`src/rtl/stopwatch_pkg.sv`:
```
`default_nettype none
// ============================================================================
// Module   : stopwatch_pkg
// Purpose  : Shared constants and types for the stopwatch button front end.
//            Provides the button bit positions used on every 3-bit button
//            vector, the run/idle state encoding and the default debounce
//            timing (10 ms at 50 MHz).
// Ports    : none (package)
// Revision : 1.0 - initial release
// ============================================================================
package stopwatch_pkg;

    // Bit positions inside the {clear, stop, start} button vectors
    localparam int BTN_START = 0;
    localparam int BTN_STOP  = 1;
    localparam int BTN_CLEAR = 2;
    localparam int NUM_BTN   = 3;

    // Default debounce timing: 500000 cycles = 10 ms at 50 MHz
    localparam int DEF_DB_CYCLES = 500000;
    localparam int DEF_CNT_W     = 19;

    typedef enum logic [0:0] {
        IDLE    = 1'b0,
        RUNNING = 1'b1
    } run_state_t;

endpackage : stopwatch_pkg
`default_nettype wire

```
`src/rtl/btn_debounce.sv`:
```
`default_nettype none
// ============================================================================
// Module   : btn_debounce
// Purpose  : One push-button channel: 2-flop synchronizer, counter based
//            debounce and rising-edge press pulse.
// Ports    : clock   - system clock, rising edge
//            reset_n - asynchronous active-low reset
//            raw     - raw button level, asynchronous to clock
//            level   - debounced level (registered)
//            press   - one-cycle pulse on the debounced 0->1 transition
// Revision : 1.0 - initial release
// ============================================================================
module btn_debounce
    import stopwatch_pkg::*;
#(
    parameter int DB_CYCLES = DEF_DB_CYCLES,
    parameter int CNT_W     = DEF_CNT_W
) (
    input  logic clock,
    input  logic reset_n,
    input  logic raw,
    output logic level,
    output logic press
);

    localparam logic [CNT_W-1:0] C_CNT_MAX = CNT_W'(DB_CYCLES - 1);

    logic             r_meta;
    logic             r_sync;
    logic             r_stable;
    logic [CNT_W-1:0] r_cnt;
    logic             r_press;
    logic             w_accept;

    // The synchronized input has disagreed with the stable level for the
    // full debounce window on this edge, so the new value is taken.
    assign w_accept = (r_sync != r_stable) && (r_cnt == C_CNT_MAX);

    always_ff @(posedge clock or negedge reset_n) begin
        if (!reset_n) begin
            r_meta   <= 1'b0;
            r_sync   <= 1'b0;
            r_stable <= 1'b0;
            r_cnt    <= '0;
            r_press  <= 1'b0;
        end else begin
            r_meta <= raw;
            r_sync <= r_meta;
            if (r_sync == r_stable) begin
                // Any return to agreement restarts the window
                r_cnt <= '0;
            end else if (r_cnt == C_CNT_MAX) begin
                r_stable <= r_sync;
                r_cnt    <= '0;
            end else begin
                r_cnt <= r_cnt + 1'b1;
            end
            // Pulse lands on the same edge as the stable 0->1 update
            r_press <= w_accept & r_sync;
        end
    end

    assign level = r_stable;
    assign press = r_press;

endmodule : btn_debounce
`default_nettype wire

```
`src/rtl/button_input_ctrl.sv`:
```
`default_nettype none
// ============================================================================
// Module   : button_input_ctrl
// Purpose  : Stopwatch input front end. Debounces start/stop/clear buttons
//            and runs the run/idle state machine producing the run level and
//            a one-cycle digit clear request.
// Ports    : clock       - system clock, 50 MHz, rising edge
//            reset_n     - asynchronous active-low reset
//            start_raw   - raw start button, active-high
//            stop_raw    - raw stop button, active-high
//            clear_raw   - raw clear button, active-high
//            btn_level   - debounced levels {clear, stop, start}
//            btn_press   - one-cycle press pulses, same bit order
//            run         - 1 while the stopwatch is counting
//            clear_pulse - one-cycle digit clear request
// Revision : 1.0 - initial release
// ============================================================================
module button_input_ctrl
    import stopwatch_pkg::*;
#(
    parameter int DB_CYCLES = DEF_DB_CYCLES,
    parameter int CNT_W     = DEF_CNT_W
) (
    input  logic               clock,
    input  logic               reset_n,
    input  logic               start_raw,
    input  logic               stop_raw,
    input  logic               clear_raw,
    output logic [NUM_BTN-1:0] btn_level,
    output logic [NUM_BTN-1:0] btn_press,
    output logic               run,
    output logic               clear_pulse
);

    logic [NUM_BTN-1:0] w_raw;
    run_state_t         r_state;
    run_state_t         w_state_nxt;
    logic               r_clear;
    logic               w_clear_nxt;

    assign w_raw = {clear_raw, stop_raw, start_raw};

    for (genvar gi = 0; gi < NUM_BTN; gi++) begin : g_ch
        btn_debounce #(
            .DB_CYCLES (DB_CYCLES),
            .CNT_W     (CNT_W)
        ) u_db (
            .clock   (clock),
            .reset_n (reset_n),
            .raw     (w_raw[gi]),
            .level   (btn_level[gi]),
            .press   (btn_press[gi])
        );
    end

    always_comb begin
        w_state_nxt = r_state;
        w_clear_nxt = 1'b0;
        case (r_state)
            IDLE: begin
                // Stop wins over a simultaneous start
                if (btn_press[BTN_START] && !btn_press[BTN_STOP]) begin
                    w_state_nxt = RUNNING;
                end
                if (btn_press[BTN_CLEAR]) begin
                    w_clear_nxt = 1'b1;
                end
            end
            RUNNING: begin
                // Start and clear presses are ignored while counting,
                // including a clear arriving with the stopping press.
                if (btn_press[BTN_STOP]) begin
                    w_state_nxt = IDLE;
                end
            end
            default: begin
                w_state_nxt = IDLE;
            end
        endcase
    end

    always_ff @(posedge clock or negedge reset_n) begin
        if (!reset_n) begin
            r_state <= IDLE;
            r_clear <= 1'b0;
        end else begin
            r_state <= w_state_nxt;
            r_clear <= w_clear_nxt;
        end
    end

    assign run         = (r_state == RUNNING);
    assign clear_pulse = r_clear;

endmodule : button_input_ctrl
`default_nettype wire

```
`config.mk`:
```
export PLATFORM = sky130hd
export DESIGN_NAME = button_input_ctrl
export DESIGN_NICKNAME = d
export VERILOG_FILES = /design/src/rtl/stopwatch_pkg.sv /design/src/rtl/btn_debounce.sv /design/src/rtl/button_input_ctrl.sv
export SDC_FILE = /design/constraint.sdc
export NUM_CORES = 1
export LEC_CHECK = 0
export ABC_AREA = 1
export CAP_MARGIN = 20
export CORE_ASPECT_RATIO = 0.9
export CORE_MARGIN = 2
export CORE_UTILIZATION = 66
export CTS_CLUSTER_DIAMETER = 30
export CTS_CLUSTER_SIZE = 24
export DETAILED_ROUTE_END_ITERATION = 6
export HOLD_SLACK_MARGIN = 0.1
export MAX_ROUTING_LAYER = met4
export PLACE_DENSITY = 0.91
export SYNTH_ARGS = -nofsm -noshare
export SYNTH_HDL_FRONTEND = slang
export SYNTH_SLANG_ARGS = --single-unit
```
`constraint.sdc`:
```
create_clock -name clock -period 2.84 [get_ports clock]
set_clock_uncertainty 0.05 [all_clocks]
set_input_delay 0.852 -clock clock [delete_from_list [all_inputs] [get_ports clock]]
set_output_delay 0.852 -clock clock [all_outputs]
set_load 0.01 [all_outputs]
```
Yosys cells after proc, flatten, opt, wreduce, memory -nomap -nowiden
Index checks and enable logic that the tools add are counted.
{"block": "classes", "bitwise_logic": 7, "mux": 11, "n_reduce_logical": 8, "addsub": 3, "n_eq_ne": 9}
{"cell": "19-bit two-way mux", "n": 6}
{"cell": "19-bit by 1-bit adder with 19-bit output, second input constant", "n": 3}
{"cell": "19-bit == test, second input constant", "n": 3}
{"cell": "2-bit AND reduction", "n": 3}
{"cell": "1-bit logical AND", "n": 4}
{"cell": "1-bit two-way mux", "n": 4}
{"cell": "1-bit NOT", "n": 4}
{"cell": "1-bit AND", "n": 3}
{"cell": "1-bit == test", "n": 3}
{"cell": "1-bit inequality test", "n": 3}
{"cell": "1-bit one-hot mux with 2 select lines", "n": 1}
{"cell": "1-bit zero test", "n": 1}
{"block": "word_totals", "regBits": 71, "output_inout_bits": 8, "input_bits": 5}

Logic depth before layout (Yosys ltp)
Gate-level depths: netlist of the first run.
{"block": "depth", "depth_word": 4, "depth_mapped": 8}

Hierarchy
A second synthesis of the first run with hierarchy kept.
{"block": "unflattened", "hier_cells": 447, "hier_area_um2": 3698.5}
{"mod": "btn_debounce", "cells_per_inst": 147, "instances": 3, "area_per_inst_um2": 1211.2, "seq_area_each_um2": 575.6}
{"mod": "button_input_ctrl", "cells_per_inst": 6, "instances": 1, "area_per_inst_um2": 65.1, "seq_area_each_um2": 50.0}

Least setup slack after synthesis of the first run
Ideal clock, no wire load.
{"block": "synth_timing", "path_kind": "reg2out", "start": "register g_ch[0].u_db.r_stable", "end": "output port btn_level[0]", "t_arrival_ns": 0.558, "t_required_ns": 1.938, "slack_ns": 1.380, "path_stages_with_launch": 2, "cell_sequence": "dfrtp_1 buf_4"}
{"item": "start: declaration", "line": "btn_debounce.sv:30", "rtl": "logic r_stable;"}
{"item": "start signal: assignment", "line": "btn_debounce.sv:53", "rtl": "r_stable <= r_sync;"}
{"item": "end: declaration", "line": "button_input_ctrl.sv:29", "rtl": "output logic [NUM_BTN-1:0] btn_level,"}
No word-level cell between the ends.

Worst setup path after layout of the first run
{"block": "layout_timing", "start": "register g_ch[0].u_db.r_stable", "end": "output port btn_level[0]"}
No word-level cell between the ends.

==> results of run 1 <==
logic make-up (layout without fill, tap and decap cells):
logic type / count (synthesis) / in the layout / share of synthesized area (%)
XOR/XNOR: 29 / 29 / 7.02
flip-flops: 71 / 71 / 45.1
buffers and inverters: 76 / 95 / 8.07
AO/OA/AOI/OAI: 18 / 18 / 2.41
adder cells (fa/ha/maj): 3 / 3 / 0.953
AND/OR/NAND/NOR: 325 / 325 / 36.5
path summary, 6_finish.rpt:
path | startpoint | cells after the start | slack, ns | to
min in group asynchronous | reset_n | 1 | 0.56 | g_ch[2].u_db.r_cnt[13]
max in group asynchronous | reset_n | 1 | 1.60 | g_ch[1].u_db.r_cnt[10]
worst max register to register | g_ch[2].u_db.r_cnt[0] | 6 | 1.22 | g_ch[2].u_db.r_cnt[5]
worst min-delay path | g_ch[0].u_db.r_meta | 0 | 0.30 | g_ch[0].u_db.r_sync
worst max-delay path | g_ch[0].u_db.level | 1 | 0.59 | btn_level[0]
worst min register to register | g_ch[0].u_db.r_meta | 0 | 0.30 | g_ch[0].u_db.r_sync
metal layers:
layer / track usage [%] / share of wire, %
met5: - / 0
met4: 6.35 / 0.92
met3: 7.86 / 6.7
met2: 42.3 / 48
met1: 35.3 / 44
state kept, by name (all words and copies together), names as in the netlist:
signal	count
g_ch.u_db.r_cnt	57
g_ch.u_db.level	3
g_ch.u_db.press	3
g_ch.u_db.r_meta	3
g_ch.u_db.r_sync	3
clear_pulse	1
run	1
cell type report:
cell class,count,share of cell area (%)
well taps,70,2.04
inverters,67,5.84
multi-input cells,375,42.9
clock buffers,13,3.69
clock inverters,3,1.51
repair buffers,12,2.73
flip-flops and latches,71,41.3
power by group through the flow:
stage	sequential, mW	combinational, mW	clock [mW]
2_1_floorplan	1.05	0.0355	0
3_3_place_gp	1.05	0.0653	0
3_5_place_dp	1.06	0.0686	0
4_1_cts	1.04	0.0686	0.914
5_1_grt	1.04	0.0786	0.960
6_report	1.04	0.0672	0.908
layout by cell type, fill, tap and decap left out:
master	count
nor3b_2	1
inv_2	3
nor3b_1	2
nor3_1	11
and2_0	1
nand3b_1	1
nand2_1	90
nand2_2	12
and3_1	1
nor2_1	138
o21a_1	1
bufinv_16	2
dfrtp_1	71
buf_4	1
o21ai_0	2
inv_1	64
clkbuf_8	11
nor2_2	6
o21bai_1	1
nor3_2	1
xor2_1	23
ha_1	3
clkbuf_1	2
o21ai_1	4
nand4_1	15
clkdlybuf4s50_1	11
nor2_4	5
xnor2_1	3
a21oi_1	10
nand3_1	41
clkinv_2	1
xor2_2	3
metrics by stage:
stage	power [mW]	hold WS [ns]	std cells
CTS	2.02	0.302	611
global route	2.07	0.319	611
floorplan	1.09	0.281	522
global placement	1.12	0.282	595
detailed placement	1.12	0.286	595
finish	2.01	0.303	611
==> flow_summary.json, run 1 <==
{
  "powerDensity_nw_per_um2": 467,
  "switchingPower_mw": 0.425,
  "setup_viol": 0,
  "die_h_um": 77.3,
  "yosysTopAreaCellShare_pct": 45.1,
  "p_sw_share_pct": 21.1,
  "clkTransAtPathRegs_ns": 0.07,
  "dp_hpwl_um": 6000,
  "critPathTopFamily": "buffers and inverters",
  "antenna_cells": 0,
  "place.gp.congestion": 0.993,
  "slowest_stage": "clkdlybuf4s50_1",
  "totalWireLength_um": 8230,
  "synth_seq_cells": 71,
  "multiInputGateArea_um2": 1850,
  "cts_buffers": 9,
  "fillers": 422,
  "combPwrFrac_pct": 3.3,
  "syn-instance-count": 522,
  "async_flop_share_pct": 100,
  "dr.pass1.iters": 5,
  "ys_types": 30,
  "final_layout_size_suffix_gt1_share_pct": 8.50,
  "htree_levels": 3,
  "hold_path.class": "reg -> reg",
  "outcome": "complete, no violations",
  "synthTopCellsByCount": "nor2_1 (138), nand2_1 (90), dfrtp_1 (71)",
  "grt_start_max_net_pins": 72,
  "yosysTopAreaCell": "dfrtp_1",
  "avgSynthCellArea_um2": 7.55,
  "post-route-period-util_pct": 79.3,
  "grt_use_total_pct": 27.1,
  "fin_setup_tns_ns": 0,
  "p_clk_share_pct": 45.2,
  "ant_nets": 0,
  "die_x_um": 85.4,
  "drtIter0Drc": 310,
  "antenna_found_initial": 0,
  "p_leak_nw": 1.81,
  "port_buffers": 12,
  "internal_power_mw": 1.59,
  "seqPwrFrac_pct": 51.5,
  "area_growth_syn_to_layout_pct": 9.21,
  "nets": 544,
  "hold_buffers": 0,
  "drcViolationCount": 0,
  "slew_headroom_pct": 41.7,
  "cts_setup_buffers": 0,
  "synth.most_common_cell": "nor2_1",
  "path_class": "reg -> out",
  "max_clock_freq_mhz": 444,
  "end_kind": "primary output",
  "cp_max_fo": 4,
  "place_area_um2": 4080,
  "crit_chain": "clkdlybuf4s50_1",
  "cts.path.max_buffers": 2,
  "final_max_slew_viol_count": 0,
  "drv_cap": 0,
  "grt_pass1_vias": 3187,
  "utilization_pct": 75.2,
  "required_ns": 1.94,
  "syn_area_um2": 3940,
  "worst_pin_slew_ns": 0.875,
  "rsz0062_at_grt": "no",
  "grt_pass1_wl_um": 13900,
  "cp.arrival_ns": 1.35,
  "clock_latency_ns": 0.35,
  "wl_per_cell_um": 13.5,
  "ys_warn_count": 0,
  "start_kind": "register",
  "synthTopCellsByArea": "dfrtp_1 (45%), nor2_1 (13%), nand2_1 (8.6%)",
  "cts.repair.resized": 0,
  "synth-main-ff-cell": "dfrtp_1",
  "peakVddDrop_mv": 0.462,
  "die-area_um2": 6600,
  "hold_viol_final": 0,
  "register_area_um2": 1780,
  "start_util_pct": 68.8,
  "root_buffer": "clkbuf_8",
  "synth-edff-count": 0,
  "critPathMaxStageDelay_ns": 0.57,
  "viasPerCell": 5.55,
  "row_count": 26,
  "syn_nets": 530,
  "preCtsSetupSlack_ns": 0.943,
  "fin_ws_ns": 0.587,
  "vias": 3392,
  "final_area_um2": 4300,
  "cts_tree": "done",
  "layout_min_cycle_time_ns": 2.25,
  "io_pins": 13,
  "core_area_um2": 5730,
  "grt_remaining_overflow": 0,
  "yosysSeqAreaShare_pct": 45.1,
  "clock-sinks": 71,
  "critPathBufInv": 1
}
(Power assumes the default switching activity.)
==> run 2: changes to the inputs <==
--- a/config.mk
+++ b/config.mk
@@ -9,13 +9,13 @@
 export CAP_MARGIN = 20
 export CORE_ASPECT_RATIO = 0.9
 export CORE_MARGIN = 2
-export CORE_UTILIZATION = 66
+export CORE_UTILIZATION = 55
 export CTS_CLUSTER_DIAMETER = 30
 export CTS_CLUSTER_SIZE = 24
 export DETAILED_ROUTE_END_ITERATION = 6
 export HOLD_SLACK_MARGIN = 0.1
 export MAX_ROUTING_LAYER = met4
-export PLACE_DENSITY = 0.91
+export PLACE_DENSITY = 0.82
 export SYNTH_ARGS = -nofsm -noshare
 export SYNTH_HDL_FRONTEND = slang
 export SYNTH_SLANG_ARGS = --single-unit
==> constraint.sdc (replaced) <==
create_clock -name clock -period 2 [get_ports clock]
set_clock_uncertainty 0.05 [all_clocks]
set_input_delay 0.6 -clock clock [delete_from_list [all_inputs] [get_ports clock]]
set_output_delay 0.6 -clock clock [all_outputs]
set_load 0.01 [all_outputs]
==> run 2 against run 1 <==
Core utilization is 13 points lower; global-route usage is 4.3 points lower; sequential share of layout area is 0.26 points lower; largest cell class unchanged; highest routed layer unchanged; die area is 19% higher; clock power is 16% higher; largest power group unchanged.
==> flow_summary.json, run 2 (synthesis results as in run 1) <==
{
  "path_class": "reg -> out",
  "switchingPower_mw": 0.667,
  "powerDensity_nw_per_um2": 604,
  "viasPerCell": 5.14,
  "clock-sinks": 71,
  "layout_min_cycle_time_ns": 1.91,
  "final_layout_size_suffix_gt1_share_pct": 9.54,
  "dp_hpwl_um": 5720,
  "drv_cap": 0,
  "slowest_stage": "clkdlybuf4s50_1",
  "register_area_um2": 1780,
  "p_leak_nw": 1.81,
  "outcome": "complete, no violations",
  "setup_viol": 0,
  "grt_start_max_net_pins": 72,
  "slew_headroom_pct": 71.6,
  "die-area_um2": 7860,
  "place.gp.congestion": 0.944,
  "required_ns": 1.35,
  "hold_buffers": 0,
  "clkTransAtPathRegs_ns": 0.08,
  "cp.depth": 1,
  "critPathMaxStageDelay_ns": 0.54,
  "internal_power_mw": 1.95,
  "start_util_pct": 56.3,
  "post-route-period-util_pct": 95.7,
  "nets": 548,
  "most-common-layout-cells": "nor2_1 (138), nand2_1 (90), dfrtp_1 (71)",
  "top_register": "g_ch.u_db.r_cnt",
  "instances_no_fill": 638,
  "critPathBufInv": 1,
  "seqPwrFrac_pct": 56.2,
  "wl_per_cell_um": 12.1,
  "ant_nets": 0,
  "cts_buffers": 9,
  "die_h_um": 84.3,
  "grt_use_total_pct": 22.8,
  "die_x_um": 93.2,
  "dr.pass1.iters": 5,
  "peakVddDrop_mv": 0.377,
  "end_kind": "primary output",
  "max_clock_freq_mhz": 522,
  "dp.cells": 619,
  "critPathTopFamily": "buffers and inverters",
  "area_growth_syn_to_layout_pct": 9.91,
  "grt_pass1_vias": 3083,
  "antenna_found_initial": 0,
  "fin_setup_tns_ns": 0,
  "root_buffer": "clkbuf_8",
  "r2r_end": "g_ch[2].u_db.r_cnt[5]",
  "final_max_slew_viol_count": 0,
  "totalWireLength_um": 7700,
  "top_layer": "met4",
  "hold_viol_final": 0,
  "mostFrequentLayoutCell": "nor2_1",
  "core_area_um2": 7000,
  "wl_met1_um": 3630,
  "multiInputGateArea_um2": 1850,
  "met3_length_um": 457,
  "drcViolationCount": 0,
  "p_clk_share_pct": 40.1,
  "fillers": 611,
  "reg2regPathDepth": 6,
  "cts.path.max_buffers": 2,
  "start_kind": "register",
  "drtIter0Drc": 153,
  "row_count": 29,
  "htree_levels": 3,
  "worst_pin_slew_ns": 0.423,
  "rsz0062_at_grt": "no",
  "clock_latency_ns": 0.35,
  "vias": 3278,
  "io_pins": 13,
  "hold_path.class": "in -> async",
  "cp_max_fo": 2,
  "grt_pass1_wl_um": 13700,
  "reg2reg_slack_ns": 0.40,
  "combPwrFrac_pct": 3.7,
  "crit_chain": "clkdlybuf4s50_1",
  "cts_tree": "done",
  "wl_met2_um": 3540,
  "r2r_start": "g_ch[2].u_db.r_cnt[0]",
  "cts_setup_buffers": 3,
  "antenna_cells": 0,
  "port_buffers": 12,
  "cp.arrival_ns": 1.26,
  "p_sw_share_pct": 25.5,
  "grt_remaining_overflow": 0,
  "largest_reg_flops": 57,
  "cts.repair.resized": 0
}
## run 2: power groups by stage
stage	logic (mW)	clock network [mW]	registers [mW]
after floorplan	0.0504	0	1.50
after global placement	0.0989	0	1.50
after detailed placement	0.101	0	1.50
after CTS	0.101	1.07	1.47
after global routing	0.113	1.15	1.47
final	0.0978	1.05	1.47
## run 2: how the worst max path moves through the flow
stage                                      from               endpoint  slack [ns]
after floorplan           g_ch[2].u_db.r_cnt[0]  g_ch[2].u_db.r_cnt[5]        0.66
after global placement       g_ch[2].u_db.level           btn_level[2]        0.38
after detailed placement  g_ch[2].u_db.r_cnt[0]  g_ch[2].u_db.r_cnt[5]        0.37
after CTS                                   run                    run        0.07
after global routing         g_ch[2].u_db.level           btn_level[2]        0.03
final                        g_ch[2].u_db.level           btn_level[2]        0.09
## run 2: metrics by stage
stage	hold slack, ns	utilization, %	power [mW]	instance area (µm²)	setup slack [ns]
floorplan	0.254	-	1.55	3940	0.659
global placement	0.284	58.9	1.60	4130	0.380
detailed placement	0.288	58.9	1.60	4130	0.373
CTS	0.199	61.8	2.64	4330	0.0697
global route	0.204	61.8	2.74	4330	0.0269
finish	0.173	61.8	2.62	4330	0.0861
## run 2: final cells by class
cell class	instances	area share [%]
sequential	71	41.0
timing repair buffer	16	3.70
inverter	67	5.81
clock buffer	9	2.86
clock inverter	7	1.30
multi-input combinational	375	42.6
tap	93	2.69
## run 2: metal layers
layer / GRT usage, % / up-vias
met4: 5.21 / 0
met2: 34.7 / 95
met3: 6.46 / 9
li1: - / 1653
met5: - / -
met1: 30.8 / 1521
